File: config.mk
export PLATFORM = sky130hd
export DESIGN_NAME = hex_scroll_ctrl_flat
export DESIGN_NICKNAME = d
export VERILOG_FILES = /design/src/rtl/hex_scroll_pkg.sv /design/src/rtl/hex_scroll_ctrl_if.sv /design/src/rtl/hex_scroll_ctrl_key_debounce.sv /design/src/rtl/hex_scroll_ctrl.sv /design/src/flat_wrapper.sv
export SDC_FILE = /design/constraint.sdc
export NUM_CORES = 1
export LEC_CHECK = 0
export ABC_AREA = 1
export CAP_MARGIN = 20
export CORE_MARGIN = 5
export CORE_UTILIZATION = 50
export DETAILED_ROUTE_END_ITERATION = 8
export PLACE_DENSITY = 0.77
export SYNTH_ARGS = -nofsm -noshare
export SYNTH_HDL_FRONTEND = slang
export SYNTH_SLANG_ARGS = --single-unit
export TNS_END_PERCENT = 30
File: constraint.sdc
create_clock -name clk -period 2.7 [get_ports clk]
set_input_delay 0.27 -clock clk [delete_from_list [all_inputs] [get_ports clk]]
set_output_delay 0.27 -clock clk [all_outputs]
set_load 0.05 [all_outputs]
File: src/rtl/hex_scroll_pkg.sv
// Shared types and constants for the seven-segment scroll sequencer.
package hex_scroll_pkg;

  typedef enum logic [1:0] {
    MODE_SHOW   = 2'd0,
    MODE_SCROLL = 2'd1,
    MODE_HOLD   = 2'd2
  } mode_e;

  localparam logic DIR_LEFT  = 1'b0;
  localparam logic DIR_RIGHT = 1'b1;

  localparam int unsigned DIGITS_SHOWN = 6;

endpackage

File: src/rtl/hex_scroll_ctrl_if.sv
// Key, speed, message-write and display signals of the scroll sequencer.
interface hex_scroll_ctrl_if;
  logic [1:0]  key;
  logic [1:0]  speed_sel;
  logic        wr_en;
  logic [3:0]  wr_idx;
  logic [3:0]  wr_val;
  logic [23:0] digits;
  logic [1:0]  mode;
  logic        dir;

  modport master (
    output key, speed_sel, wr_en, wr_idx, wr_val,
    input  digits, mode, dir
  );

  modport slave (
    input  key, speed_sel, wr_en, wr_idx, wr_val,
    output digits, mode, dir
  );
endinterface

File: src/rtl/hex_scroll_ctrl_key_debounce.sv
// One push key: 2-flop synchronizer, debounce counter, press pulse on 1->0.
module key_debounce #(
  parameter int unsigned DEB_CYCLES = 500_000
) (
  input  logic clk,
  input  logic rst_n,
  input  logic key_raw,
  output logic press_o
);

  localparam int unsigned CW = (DEB_CYCLES > 1) ? $clog2(DEB_CYCLES) : 1;

  logic          sync1_q, sync2_q;
  logic          level_q, level_d;
  logic [CW-1:0] cnt_q, cnt_d;

  // Count consecutive cycles the synced level disagrees with the accepted one.
  always_comb begin
    level_d = level_q;
    cnt_d   = '0;
    if (sync2_q != level_q) begin
      if (cnt_q == CW'(DEB_CYCLES - 1)) level_d = sync2_q;
      else                              cnt_d   = cnt_q + CW'(1);
    end
  end

  // Pulse in the cycle the accepted level is about to fall, so the consumer
  // registers the event on the same edge that the level flips.
  assign press_o = level_q & ~level_d;

  // Synchronizer, accepted level and debounce counter.
  always_ff @(posedge clk or negedge rst_n) begin
    if (!rst_n) begin
      sync1_q <= 1'b1;
      sync2_q <= 1'b1;
      level_q <= 1'b1;
      cnt_q   <= '0;
    end else begin
      sync1_q <= key_raw;
      sync2_q <= sync1_q;
      level_q <= level_d;
      cnt_q   <= cnt_d;
    end
  end

endmodule

File: src/rtl/hex_scroll_ctrl.sv
// Six-digit seven-segment sequencer: static or circularly scrolled nibble message.
module hex_scroll_ctrl
  import hex_scroll_pkg::*;
#(
  parameter int unsigned         DEPTH      = 8,
  parameter logic [4*DEPTH-1:0]  INIT_MSG   = 32'h0123_4567,
  parameter int unsigned         TICK_DIV   = 12_500_000,
  parameter int unsigned         DEB_CYCLES = 500_000
) (
  input logic               clk,
  input logic               rst_n,
  hex_scroll_ctrl_if.slave  bus
);

  localparam int unsigned OW = $clog2(DEPTH);
  localparam int unsigned PW = $clog2(TICK_DIV * 8 + 1);
  localparam int unsigned DW = 4 * DIGITS_SHOWN;

  mode_e         mode_q, mode_d;
  logic          dir_q, dir_d;
  logic [OW-1:0] offset_q, offset_d;
  logic [PW-1:0] presc_q, presc_d, period_m1;
  logic [1:0]    speed_q;
  logic [3:0]    msg_q [DEPTH];
  logic [3:0]    msg_d [DEPTH];
  logic [DW-1:0] digits_q, digits_d;
  logic [OW:0]   idx;
  logic          press0, press1, speed_chg, tick;

  key_debounce #(.DEB_CYCLES(DEB_CYCLES)) u_deb0 (
    .clk(clk), .rst_n(rst_n), .key_raw(bus.key[0]), .press_o(press0)
  );

  key_debounce #(.DEB_CYCLES(DEB_CYCLES)) u_deb1 (
    .clk(clk), .rst_n(rst_n), .key_raw(bus.key[1]), .press_o(press1)
  );

  // Mode FSM, direction, scroll offset and prescaler next-state.
  always_comb begin
    mode_d    = mode_q;
    dir_d     = dir_q;
    offset_d  = offset_q;
    presc_d   = '0;
    period_m1 = (PW'(TICK_DIV) << bus.speed_sel) - PW'(1);
    speed_chg = (bus.speed_sel != speed_q);
    tick      = (mode_q == MODE_SCROLL) && !speed_chg && (presc_q == period_m1);

    if ((mode_q == MODE_SCROLL) && !speed_chg && !tick) presc_d = presc_q + PW'(1);

    // Tick consumes the current dir; a same-cycle dir toggle lands afterwards.
    if (tick) begin
      if (dir_q == DIR_LEFT)
        offset_d = (offset_q == OW'(DEPTH - 1)) ? '0 : offset_q + OW'(1);
      else
        offset_d = (offset_q == '0) ? OW'(DEPTH - 1) : offset_q - OW'(1);
    end

    if (press0 && press1) begin
      mode_d   = MODE_SHOW;
      offset_d = '0;
      presc_d  = '0;
    end else if (press0) begin
      presc_d = '0;
      case (mode_q)
        MODE_SHOW:   mode_d = MODE_SCROLL;
        MODE_SCROLL: begin
          mode_d   = MODE_HOLD;
          offset_d = offset_q;
        end
        MODE_HOLD:   mode_d = MODE_SCROLL;
        default: begin
          mode_d   = MODE_SHOW;
          offset_d = '0;
        end
      endcase
    end else if (press1) begin
      dir_d = ~dir_q;
    end
  end

  // Message write port; out-of-range indices are dropped.
  always_comb begin
    msg_d = msg_q;
    if (bus.wr_en && ({1'b0, bus.wr_idx} < 5'(DEPTH)))
      msg_d[bus.wr_idx[OW-1:0]] = bus.wr_val;
  end

  // Window of six message nibbles starting at offset, hex5 first.
  always_comb begin
    digits_d = '0;
    idx      = '0;
    for (int unsigned i = 0; i < DIGITS_SHOWN; i++) begin
      idx = {1'b0, offset_q} + (OW+1)'(i);
      if (idx >= (OW+1)'(DEPTH)) idx = idx - (OW+1)'(DEPTH);
      digits_d[4*(DIGITS_SHOWN-1-i) +: 4] = msg_q[idx[OW-1:0]];
    end
  end

  // State registers.
  always_ff @(posedge clk or negedge rst_n) begin
    if (!rst_n) begin
      mode_q   <= MODE_SHOW;
      dir_q    <= DIR_LEFT;
      offset_q <= '0;
      presc_q  <= '0;
      speed_q  <= '0;
      digits_q <= INIT_MSG[4*DEPTH-1 -: DW];
      for (int unsigned i = 0; i < DEPTH; i++)
        msg_q[i] <= INIT_MSG[4*(DEPTH-1-i) +: 4];
    end else begin
      mode_q   <= mode_d;
      dir_q    <= dir_d;
      offset_q <= offset_d;
      presc_q  <= presc_d;
      speed_q  <= bus.speed_sel;
      digits_q <= digits_d;
      msg_q    <= msg_d;
    end
  end

  assign bus.digits = digits_q;
  assign bus.mode   = mode_q;
  assign bus.dir    = dir_q;

endmodule
File: src/flat_wrapper.sv
// flat-port wrapper written by rule: the top's interface ports become plain ports
module hex_scroll_ctrl_flat import hex_scroll_pkg::*;
#(
  parameter int unsigned         DEPTH      = 8,
  parameter logic [4*DEPTH-1:0]  INIT_MSG   = 32'h0123_4567,
  parameter int unsigned         TICK_DIV   = 12_500_000,
  parameter int unsigned         DEB_CYCLES = 500_000
)
  (clk, rst_n, bus_key, bus_speed_sel, bus_wr_en, bus_wr_idx, bus_wr_val, bus_digits, bus_mode, bus_dir);
  hex_scroll_ctrl_if bus_i ();
  input logic clk;
  input logic rst_n;
  input wire logic [$bits(bus_i.key)-1:0] bus_key;
  input wire logic [$bits(bus_i.speed_sel)-1:0] bus_speed_sel;
  input wire logic [$bits(bus_i.wr_en)-1:0] bus_wr_en;
  input wire logic [$bits(bus_i.wr_idx)-1:0] bus_wr_idx;
  input wire logic [$bits(bus_i.wr_val)-1:0] bus_wr_val;
  output wire logic [$bits(bus_i.digits)-1:0] bus_digits;
  output wire logic [$bits(bus_i.mode)-1:0] bus_mode;
  output wire logic [$bits(bus_i.dir)-1:0] bus_dir;
  assign bus_i.key = bus_key;
  assign bus_i.speed_sel = bus_speed_sel;
  assign bus_i.wr_en = bus_wr_en;
  assign bus_i.wr_idx = bus_wr_idx;
  assign bus_i.wr_val = bus_wr_val;
  assign bus_digits = bus_i.digits;
  assign bus_mode = bus_i.mode;
  assign bus_dir = bus_i.dir;
  hex_scroll_ctrl #(.DEPTH(DEPTH), .INIT_MSG(INIT_MSG), .TICK_DIV(TICK_DIV), .DEB_CYCLES(DEB_CYCLES)) u_core (.clk(clk), .rst_n(rst_n), .bus(bus_i));
endmodule
# After elaboration in Yosys (flattened, before gate mapping)
# Cells that the tools add are included.
[op_classes]
n_mul = 0
n_mux = 48
div = 0
n_shift = 1
n_eq_ne = 10
n_reduce_logical = 13
order_cmp = 15
add_sub_neg = 17
bitwise = 14
[op_table]
columns = ["operator", "count"]
rows = [
  ["two-way mux 27 bit", 3],
  ["two-way mux 19 bit", 4],
  ["binary-select mux 4 bit (select 3 bit)", 6],
  ["two-way mux 4 bit", 13],
  [">= comparator 4 bit, second input constant", 12],
  ["adder 19 x 1 -> 19 bit, second input constant", 2],
  ["equality test 19 bit, second input constant", 2],
  ["two-way mux 3 bit", 12],
  ["bitwise mux 32 bit", 1],
  ["inverter 3 -> 4 bit", 7],
  ["adder 27 x 1 -> 27 bit, second input constant", 1],
  ["equality test 27 bit", 1],
  ["left shift 24 x 2 -> 27 bit, first input constant", 1],
  ["subtractor 27 x 1 -> 27 bit, second input constant", 1],
  ["subtractor 3 x 1 -> 3 bit, second input constant", 7],
  ["demux 4 bit (select 3 bit)", 1],
  ["adder 3 x 2 -> 4 bit, second input constant", 2],
  ["adder 3 x 3 -> 4 bit, second input constant", 2],
  ["logical AND 1 bit", 6],
  ["case mux 3 bit (2 select lines)", 1],
  ["inverter 1 bit", 5],
  ["adder 3 x 1 -> 4 bit, second input constant", 1],
  [">= comparator 3 x 4 -> 1 bit, second input constant", 1],
  ["less-than comparator 4 x 1 -> 1 bit, second input constant", 1],
  ["other kinds (18)", 25],
]
[totals]
mem_bits_ro = 0
latchBits = 0
mem_bits_rw = 0
n_memories = 0
register_bits = 135

# Longest topological paths before layout
# Gate-level depths: netlist (run 1).
[logic_depth]
word_depth = 9
mapped_depth = 15

# Cells and area by module
# From an unflattened synthesis (run 1), not the netlist that was laid out.
[hier_totals]
hier_cells = 987
area_unflattened_um2 = 7557.2
[modules_own_cells]
columns = ["module", "area_each_um2", "seq_area_each_um2", "n_inst", "cells_each"]
rows = [
  ["hex_scroll_ctrl", 5177.5, 2301.0, 1, 691],
  ["key_debounce", 1189.9, 554.3, 2, 148],
]

# Worst setup path after synthesis (run 1)
# Ideal clock, no wire load.
[synth_path]
path_kind = "reg2reg"
start = "reg u_core.offset_q[0]"
end = "reg u_core.digits_q[1], in the netlist u_core.bus.digits[1]"
required_time_ps = 2570
setup_time_ps = 130
arrival_ps = 1837
n_path_buf = 3
path_stages_with_launch = 12
slack_ps = 733
path_cell_list = "dfrtp_1 > buf_2 > inv_1 > clkbuf_1 > ha_1 > inv_1 > clkbuf_1 > nand2_1 > o21ai_0 > inv_1 > nand2_1 > o21ai_0"
[synth_via]
elab_chain_cells = 7
word_cells_on_any_way = 8
cone_classes = "2 x add/sub; 1 x order compare; 4 x mux; 1 x bitwise"
[synth_lines]
columns = ["item", "line", "source"]
rows = [
  ["start: declaration", "hex_scroll_ctrl.sv:21", "logic [OW-1:0] offset_q, offset_d;"],
  ["start signal: assignment", "hex_scroll_ctrl.sv:113", "offset_q <= offset_d;"],
  ["adder 3 x 3 -> 4 bit (*)", "hex_scroll_ctrl.sv:93", "idx = {1'b0, offset_q} + (OW+1)'(i);"],
  [">= comparator 4 bit / subtractor 3 x 1 -> 3 bit (equally long branches)", "hex_scroll_ctrl.sv:94", "if (idx >= (OW+1)'(DEPTH)) idx = idx - (OW+1)'(DEPTH);"],
  ["two-way mux 3 bit (*)", "hex_scroll_ctrl.sv:94", ""],
  ["inverter 3 -> 4 bit (implied by the code) (*)", "hex_scroll_ctrl.sv:95", "digits_d[4*(DIGITS_SHOWN-1-i) +: 4] = msg_q[idx[OW-1:0]];"],
  ["binary-select mux 4 bit (select 3 bit) (*)", "hex_scroll_ctrl.sv:95", ""],
  ["two-way mux 4 bit (implied by the code) (*) (2 in a row)", "hex_scroll_ctrl.sv:95", ""],
  ["via u_core.digits_d[1]", "hex_scroll_ctrl.sv:26", "logic [DW-1:0] digits_q, digits_d;"],
  ["end signal: assignment", "hex_scroll_ctrl.sv:107", "digits_q <= INIT_MSG[4*DEPTH-1 -: DW];"],
  ["end signal: assignment", "hex_scroll_ctrl.sv:116", "digits_q <= digits_d;"],
  ["end: declaration", "hex_scroll_ctrl.sv:26", ""],
]
# The timed path passes the listed nets; every way through them passes the cells marked *. The select of a mux whose other input is x is not followed.
# A chain may end at the register's enable or synchronous reset.

# Worst setup path after layout (run 1)
[layout_path]
start = "reg u_core.offset_q[1]"
end = "reg u_core.digits_q[17], in the netlist u_core.bus.digits[17]"
[layout_via]
elab_chain_cells = 7
word_cells_on_any_way = 8
cone_classes = "2 x add/sub; 1 x order compare; 4 x mux; 1 x bitwise"
[layout_lines]
columns = ["item", "line"]
rows = [
  ["adder 3 x 1 -> 4 bit (*)", "hex_scroll_ctrl.sv:93"],
  [">= comparator 4 bit / subtractor 3 x 1 -> 3 bit (equally long branches)", "hex_scroll_ctrl.sv:94"],
  ["two-way mux 3 bit (*)", "hex_scroll_ctrl.sv:94"],
  ["inverter 3 -> 4 bit (implied by the code) (*)", "hex_scroll_ctrl.sv:95"],
  ["binary-select mux 4 bit (select 3 bit) (*)", "hex_scroll_ctrl.sv:95"],
  ["two-way mux 4 bit (implied by the code) (*) (2 in a row)", "hex_scroll_ctrl.sv:95"],
  ["via u_core.digits_d[17]", "hex_scroll_ctrl.sv:26"],
]
# Marks and branches as above.

==> flow_metrics.py, run 1 <==
metrics = {
    "sta": {
        "post-route-min-period_ns": 2.05,
        "slew_violations": 0,
        "fmax_mhz": 487,
        "rsz0062_at_grt": "false",
        "fin_crit_sh_pct": 76.1,
        "finalHoldWorstSlack_ns": 0.265,
        "tightest_slew_ns": 0.651,
        "hold_violations": 0,
        "finClkSkew_ns": 0.00511,
        "max_slew_margin_pct": 56.6,
        "setup_viol": 0,
        "timing.setup.tns_ns": 0,
        "worst_slack_ns": 0.646,
    },
    "synthesis": {
        "async_flop_share_pct": 100,
        "synth_warnings": 0,
        "synth.net_count": 966,
        "syn-cell-area_sq_mm": 0.00724,
        "synth.distinct_cells": 43,
        "syn_avg_cell_area_sq_um": 7.69,
        "postSynthCellCount": 942,
        "ys_seq_area_share_pct": 47.1,
        "synth_flop_cell": "dfrtp_1",
        "synth_edf_count": 0,
        "ys_ff_latch": 135,
    },
    "global_route": {
        "grt-ovfl-total": 0,
        "grt_util_met1_pct": 29.9,
        "grt_pass1_vias": 5890,
        "use_met3_pct": 4.95,
        "grt_max_degree": 74,
        "use_met2_pct": 32.4,
        "antenna_found_initial": 0,
        "grt_usage_pct": 21.2,
        "grt_pass1_wl_um": 28500,
        "busiest_layer": "met2",
    },
    "pwr": {
        "power_density_mw_per_mm2": 696,
        "peakVddDrop_mv": 0.513,
        "leakage_nw": 3.75,
    },
    "clocking": {
        "cts_setup_buffers": 0,
        "cts_made_buffers": 17,
        "cts_tree": "yes",
        "clk_latency_ns": 0.42,
        "clockBufferDepth": 2,
        "htree_levels": 4,
        "ctsHoldBuffers": 1,
        "cts_root_buf": "clkbuf_16",
        "cts_resized": 0,
        "cts_num_sinks": 135,
        "clk_pin_slew_ns": 0.06,
    },
    "worst_setup_path": {
        "crit_path_start": "u_core.offset_q[1]",
        "rrSetupSlack_ns": 0.65,
        "critical-path-slowest-cell": "dfrtp_1",
        "r2r_start": "u_core.offset_q[1]",
        "slowest_delay_ns": 0.63,
        "cp_data_arrival_time_ns": 2.34,
        "critPathRequiredTime_ns": 2.99,
        "reg2reg_depth": 9,
        "crit_type": "reg2reg",
        "cp_cell_sequence": "inv_1 > ha_1 > inv_1 > buf_4 > nand2_1 > o21ai_0 > inv_1 > nand2_1 > o21ai_0",
        "worstPathMaxFanout": 20,
        "startpoint_type": "flip-flop",
        "r2r-end": "u_core.bus.digits[17]",
        "worstSetupEndpoint": "u_core.bus.digits[17]",
        "end_kind": "flip-flop",
        "crit_top_cell": "inv_1",
    },
    "finish": {
        "antenna_cells": 0,
        "final_util_pct": 59.7,
        "layout-drive-gt1-share_pct": 10.7,
        "layout.nets": 1021,
        "design_area_sq_mm": 0.00858,
        "syn_to_final_growth_pct": 18.6,
    },
    "detailed_routing": {
        "drc": 0,
        "vias": 6446,
        "wire_per_inst_um": 14.3,
        "drt-total-wl_um": 17000,
        "via_per_inst": 5.40,
        "first_pass_iters": 6,
        "ant_nets": 0,
        "first_iter_violations": 630,
    },
    "floorplan": {
        "die_x_um": 130,
        "die_h_um": 130,
        "core_sq_mm": 0.0144,
        "start_util_pct": 50.4,
        "io_pins": 42,
        "core.rowCount": 44,
        "dieArea_sq_mm": 0.0170,
    },
    "flow_run": {
        "cap_violations": 0,
    },
    "place": {
        "port_buffers": 41,
        "place_area_sq_mm": 0.00789,
        "pre_cts_ws_ns": 0.215,
        "dpl.hpwl_um": 12300,
        "gp_congestion": 0.923,
    },
    "hold_path": {
        "holdCritPathClass": "in2reg",
    },
    "run_status": {
        "status": "finished clean",
    },
}
[cell usage after synthesis (4+ instances only)]
cell	instances	share of area, %
nor3b_1	6	0.62
a21oi_1	33	2.3
nor2_2	13	1.1
nor2_1	121	6.3
dfrtp_1	110	38
o211ai_1	4	0.41
xor2_1	22	2.7
nand2_2	5	0.43
nand2_1	227	12
clkbuf_1	12	0.62
nand4_1	22	1.9
dfstp_2	25	9.1
ha_1	9	1.6
nand3_1	41	2.8
o311ai_0	4	0.48
o21ai_0	117	8.1
nor3_1	18	1.2
inv_1	104	5.4
inv_2	5	0.26
[metal layers]
layer	vias to the layer above	wire [um]
met5	-	0
met4	0	418
met3	40	1140
met2	248	7740
met1	2987	7750
li1	3171	-
[registers in the layout (all words and copies together) (netlist names), 2 cells and up]
signal               cells
u_core.msg_q            32
u_core.speed_q           2
u_core.bus.digits       24
u_core.bus.mode          2
u_core.offset_q          3
u_core.u_deb1.cnt_q     19
u_core.presc_q          27
u_core.u_deb0.cnt_q     19
[kinds of logic after synthesis]
logic type / synth area share, %
AO/OA/AOI/OAI: 12.4
XOR/XNOR: 2.90
adder cells (fa/ha/maj): 1.56
buffers and inverters: 7.22
flip-flops: 47.1
multiplexers: 0.415
AND/OR/NAND/NOR: 28.4
[worst max-delay path: cells and delay by family, from the launching register on]
kind,cells,cell delay (ns)
AND/OR/NAND/NOR,2,0.13
adder cells (fa/ha/maj),1,0.30
AO/OA/AOI/OAI,2,0.19
buffers and inverters,4,0.68
flip-flops,1,0.63
[placed cells by master (no fill, tap or decap), types with 12 or more instances in the layout]
cell,count
clkdlybuf4s50_1,40
dfrtp_1,110
inv_1,104
nand4_1,22
nor3_1,18
clkbuf_16,17
o21ai_0,117
nand3_1,41
nor2_2,13
nor2_1,121
dfstp_2,25
buf_4,12
nand2_1,227
xor2_1,22
a21oi_1,33
[worst min-delay path by stage]
stage / from / endpoint / cells after the start
finish: bus_key[0] / u_core.u_deb0.sync1_q / 1
global route: bus_key[1] / u_core.u_deb1.sync1_q / 1
CTS: bus_key[0] / u_core.u_deb0.sync1_q / 1
detailed placement: rst_n / u_core.u_deb1.cnt_q[0] / 1
global placement: rst_n / u_core.u_deb1.cnt_q[1] / 1
floorplan: rst_n / u_core.bus.digits[10] / 0
[per-stage QoR]
step / std cells / power, mW
after floorplan: 942 / 2.96
after CTS: 1194 / 6.02
after global placement: 1161 / 3.32
after global routing: 1194 / 6.23
after detailed placement: 1161 / 3.33
final: 1194 / 5.98
[power breakdown]
| part | switching, mW | internal, mW |
|---|---|---|
| logic | 0.651 | 0.290 |
| clock network | 0.853 | 1.82 |
| registers | 0.103 | 2.26 |
[layout make-up]
cell class                      count  area (sq um)
Clock buffer                       18           429
Clock inverter                     14           254
Fill cell                        1200          5790
Inverter                          111           422
Multi-Input combinational cell    677          3310
Sequential cell                   135          3410
Tap cell                          184           230
Timing Repair Buffer               55           532
Note: power is estimated with default switching activity, not from simulation.
==> inputs of run 2 (changes only) <==
--- a/config.mk
+++ b/config.mk
@@ -10,7 +10,7 @@
 export CORE_MARGIN = 5
 export CORE_UTILIZATION = 50
 export DETAILED_ROUTE_END_ITERATION = 8
-export PLACE_DENSITY = 0.77
+export PLACE_DENSITY = 0.79
 export SYNTH_ARGS = -nofsm -noshare
 export SYNTH_HDL_FRONTEND = slang
 export SYNTH_SLANG_ARGS = --single-unit
==> constraint.sdc (replaced) <==
create_clock -name clk -period 1.7 [get_ports clk]
set_input_delay 0.17 -clock clk [delete_from_list [all_inputs] [get_ports clk]]
set_output_delay 0.17 -clock clk [all_outputs]
set_load 0.05 [all_outputs]
==> run 2 against run 1 <==
The run now ends with negative setup slack left. Cell count is 5.6% higher. Non-clock buffer count up 66. Sequential share of layout area is 2.9 points lower. Fmax grew 19%. Power up 58%. Flip-flop and latch count stayed put. Global-route usage up 0.91 points. Worst setup slack worse by 0.68 ns. Sequential power rose by 59%. First-iteration DRC count increased by 14%. Critical path depth is 2 higher. Wire length rose by 6.7%. Critical path type unchanged.
==> flow_metrics.py, run 2 (synthesized netlist as in run 1, its figures left out) <==
metrics = {
    "clocking": {
        "cts_num_sinks": 135,
        "clockBufferDepth": 2,
        "clk_latency_ns": 0.43,
        "clk_pin_slew_ns": 0.06,
        "cts_tree": "yes",
        "htree_levels": 4,
        "cts_root_buf": "clkbuf_16",
        "cts_made_buffers": 17,
    },
    "floorplan": {
        "die_h_um": 130,
        "start_util_pct": 50.4,
        "core.rowCount": 44,
        "dieArea_sq_mm": 0.0170,
        "core_sq_mm": 0.0144,
        "die_x_um": 130,
        "io_pins": 42,
    },
    "worst_setup_path": {
        "critical-path-slowest-cell": "dfrtp_1",
        "cp_data_arrival_time_ns": 2.04,
        "path_delay_family": "simple AND/OR/NAND/NOR gates",
        "startpoint_type": "flip-flop",
        "critPathBufInv": 2,
        "crit_top_cell": "nor2_4",
        "end_kind": "flip-flop",
        "cp_cell_sequence": "nand2_1 > nor2_1 > nand2_2 > nor2_4 > inv_2 > nor2_2 > inv_2 > nor2_4 > nand2_4 > nor2_4 > nor3_2",
        "critPathRequiredTime_ns": 2.01,
        "slowest_delay_ns": 0.49,
        "worstPathMaxFanout": 7,
        "crit_type": "reg2reg",
    },
    "finish": {
        "regMostFlops": "u_core.msg_q",
        "fill_cells": 1122,
        "final_common_cell": "nand2_1",
        "mostFrequentLayoutCells": "nand2_1 (218), o21ai_0 (115), nor2_1 (108), dfrtp_1 (107), inv_1 (95)",
        "layout.nets": 1088,
        "instances_no_fill": 1261,
        "layout-drive-gt1-share_pct": 21.9,
        "multi_input_area_sq_mm": 0.00352,
        "syn_to_final_growth_pct": 28.2,
        "antenna_cells": 0,
        "ff_latch_area_sq_mm": 0.00341,
        "largest_reg_flops": 32,
    },
    "sta": {
        "tightest_slew_ns": 0.521,
        "max_slew_margin_pct": 65.4,
        "fmax_mhz": 578,
        "post-route-min-period_ns": 1.73,
        "hold_violations": 0,
        "slew_violations": 0,
        "setup_viol": 2,
        "fin_crit_sh_pct": 102,
        "rsz0062_at_grt": "true",
        "worst_slack_ns": -0.0307,
        "finalHoldWorstSlack_ns": 0.149,
        "finClkSkew_ns": 0.00573,
    },
    "detailed_routing": {
        "vias": 6722,
        "wire_per_inst_um": 14.4,
        "drt-total-wl_um": 18200,
        "route.met2.wl_um": 8680,
        "drc": 0,
        "wl_met1_um": 7960,
        "first_iter_violations": 716,
        "first_pass_iters": 6,
        "via_per_inst": 5.33,
        "ant_nets": 0,
        "wl_met3_um": 973,
        "top_layer_used": "met4",
    },
    "global_route": {
        "grt_pass1_wl_um": 29700,
        "grt_pass1_vias": 6326,
        "grt-ovfl-total": 0,
        "grt_usage_pct": 22.1,
        "antenna_found_initial": 0,
        "grt_max_degree": 48,
    },
    "place": {
        "port_buffers": 41,
        "dp.cells": 1216,
        "dpl.hpwl_um": 12900,
        "gp_congestion": 0.948,
    },
    "flow_run": {
        "cap_violations": 0,
    },
    "pwr": {
        "peakVddDrop_mv": 0.654,
        "leakage_nw": 4.20,
        "power_density_mw_per_mm2": 1020,
    },
    "hold_path": {
        "holdCritPathClass": "in2reg",
    },
    "run_status": {
        "status": "finished, violations left",
        "violations": "negative setup slack",
    },
}
[run 2: path summary, 6_finish.rpt]
check | cells past startpoint | endpoint | startpoint | slack [ns]
max reg2reg | 11 | u_core.presc_q[20] | u_core.presc_q[6] | -0.03
max in group asynchronous | 3 | u_core.msg_q[8] | rst_n | 0.81
max | 11 | u_core.presc_q[20] | u_core.presc_q[6] | -0.03
min reg2reg | 0 | u_core.u_deb0.sync2_q | u_core.u_deb0.sync1_q | 0.36
min | 1 | u_core.u_deb0.sync1_q | bus_key[0] | 0.15
min in group asynchronous | 2 | u_core.u_deb0.cnt_q[9] | rst_n | 0.25
[run 2: power by group]
part           switching, mW  total (mW)  internal [mW]  leakage [nW]
registers              0.158        3.76           3.60          1.73
logic                   1.06        1.49          0.431          2.15
clock network           1.37        4.20           2.83         0.328
total                   2.58        9.44           6.86          4.20
[run 2: layout make-up]
class                   count  area share (%)
inverters                 111            4.62
multi-input cells         677            38.0
clock buffers              21            4.96
flip-flops and latches    135            36.8
repair buffers            121            10.8
repair inverters            1          0.0539
well taps                 184            2.48
clock inverters            11            2.36
[run 2: what timing repair did]
action                                  in CTS  in global routing
hold endpoints to repair                    31                  0
gates resized for setup                     17                 66
gates cloned                                 0                  1
pin swaps                                    1                 20
setup buffers                                0                 11
hold buffers                                 1                  0
endpoints found under the setup margin      46                 59
[run 2: through the flow]
stage                     utilization (%)  setup TNS [ns]  instance area [sq um]  worst slack [ns]  power (mW)
after floorplan                         -               0                   7250           0.00763        4.71
after global placement               57.7          -17.28                   8290            -0.617        5.28
after detailed placement             57.7          -18.67                   8290            -0.662        5.31
after CTS                            62.5               0                   8980           0.00593        9.49
after global routing                 64.6           -1.03                   9280            -0.111        9.82
final                                64.6         -0.0506                   9280           -0.0307        9.44
[run 2: per-layer routing]
layer	track usage [%]	vias up
met5	0	-
met4	9.62	0
met3	4.54	57
met2	35.0	224
met1	29.6	3136
li1	-	3305
==> inputs of run 3 (changes only) <==
--- a/config.mk
+++ b/config.mk
@@ -9,6 +9,7 @@
 export CAP_MARGIN = 20
 export CORE_MARGIN = 5
 export CORE_UTILIZATION = 50
+export CTS_CLUSTER_SIZE = 20
 export DETAILED_ROUTE_END_ITERATION = 8
 export PLACE_DENSITY = 0.79
 export SYNTH_ARGS = -nofsm -noshare
==> results of run 3 <==
No change in the layout: final DEF, timing and power equal those of run 2.
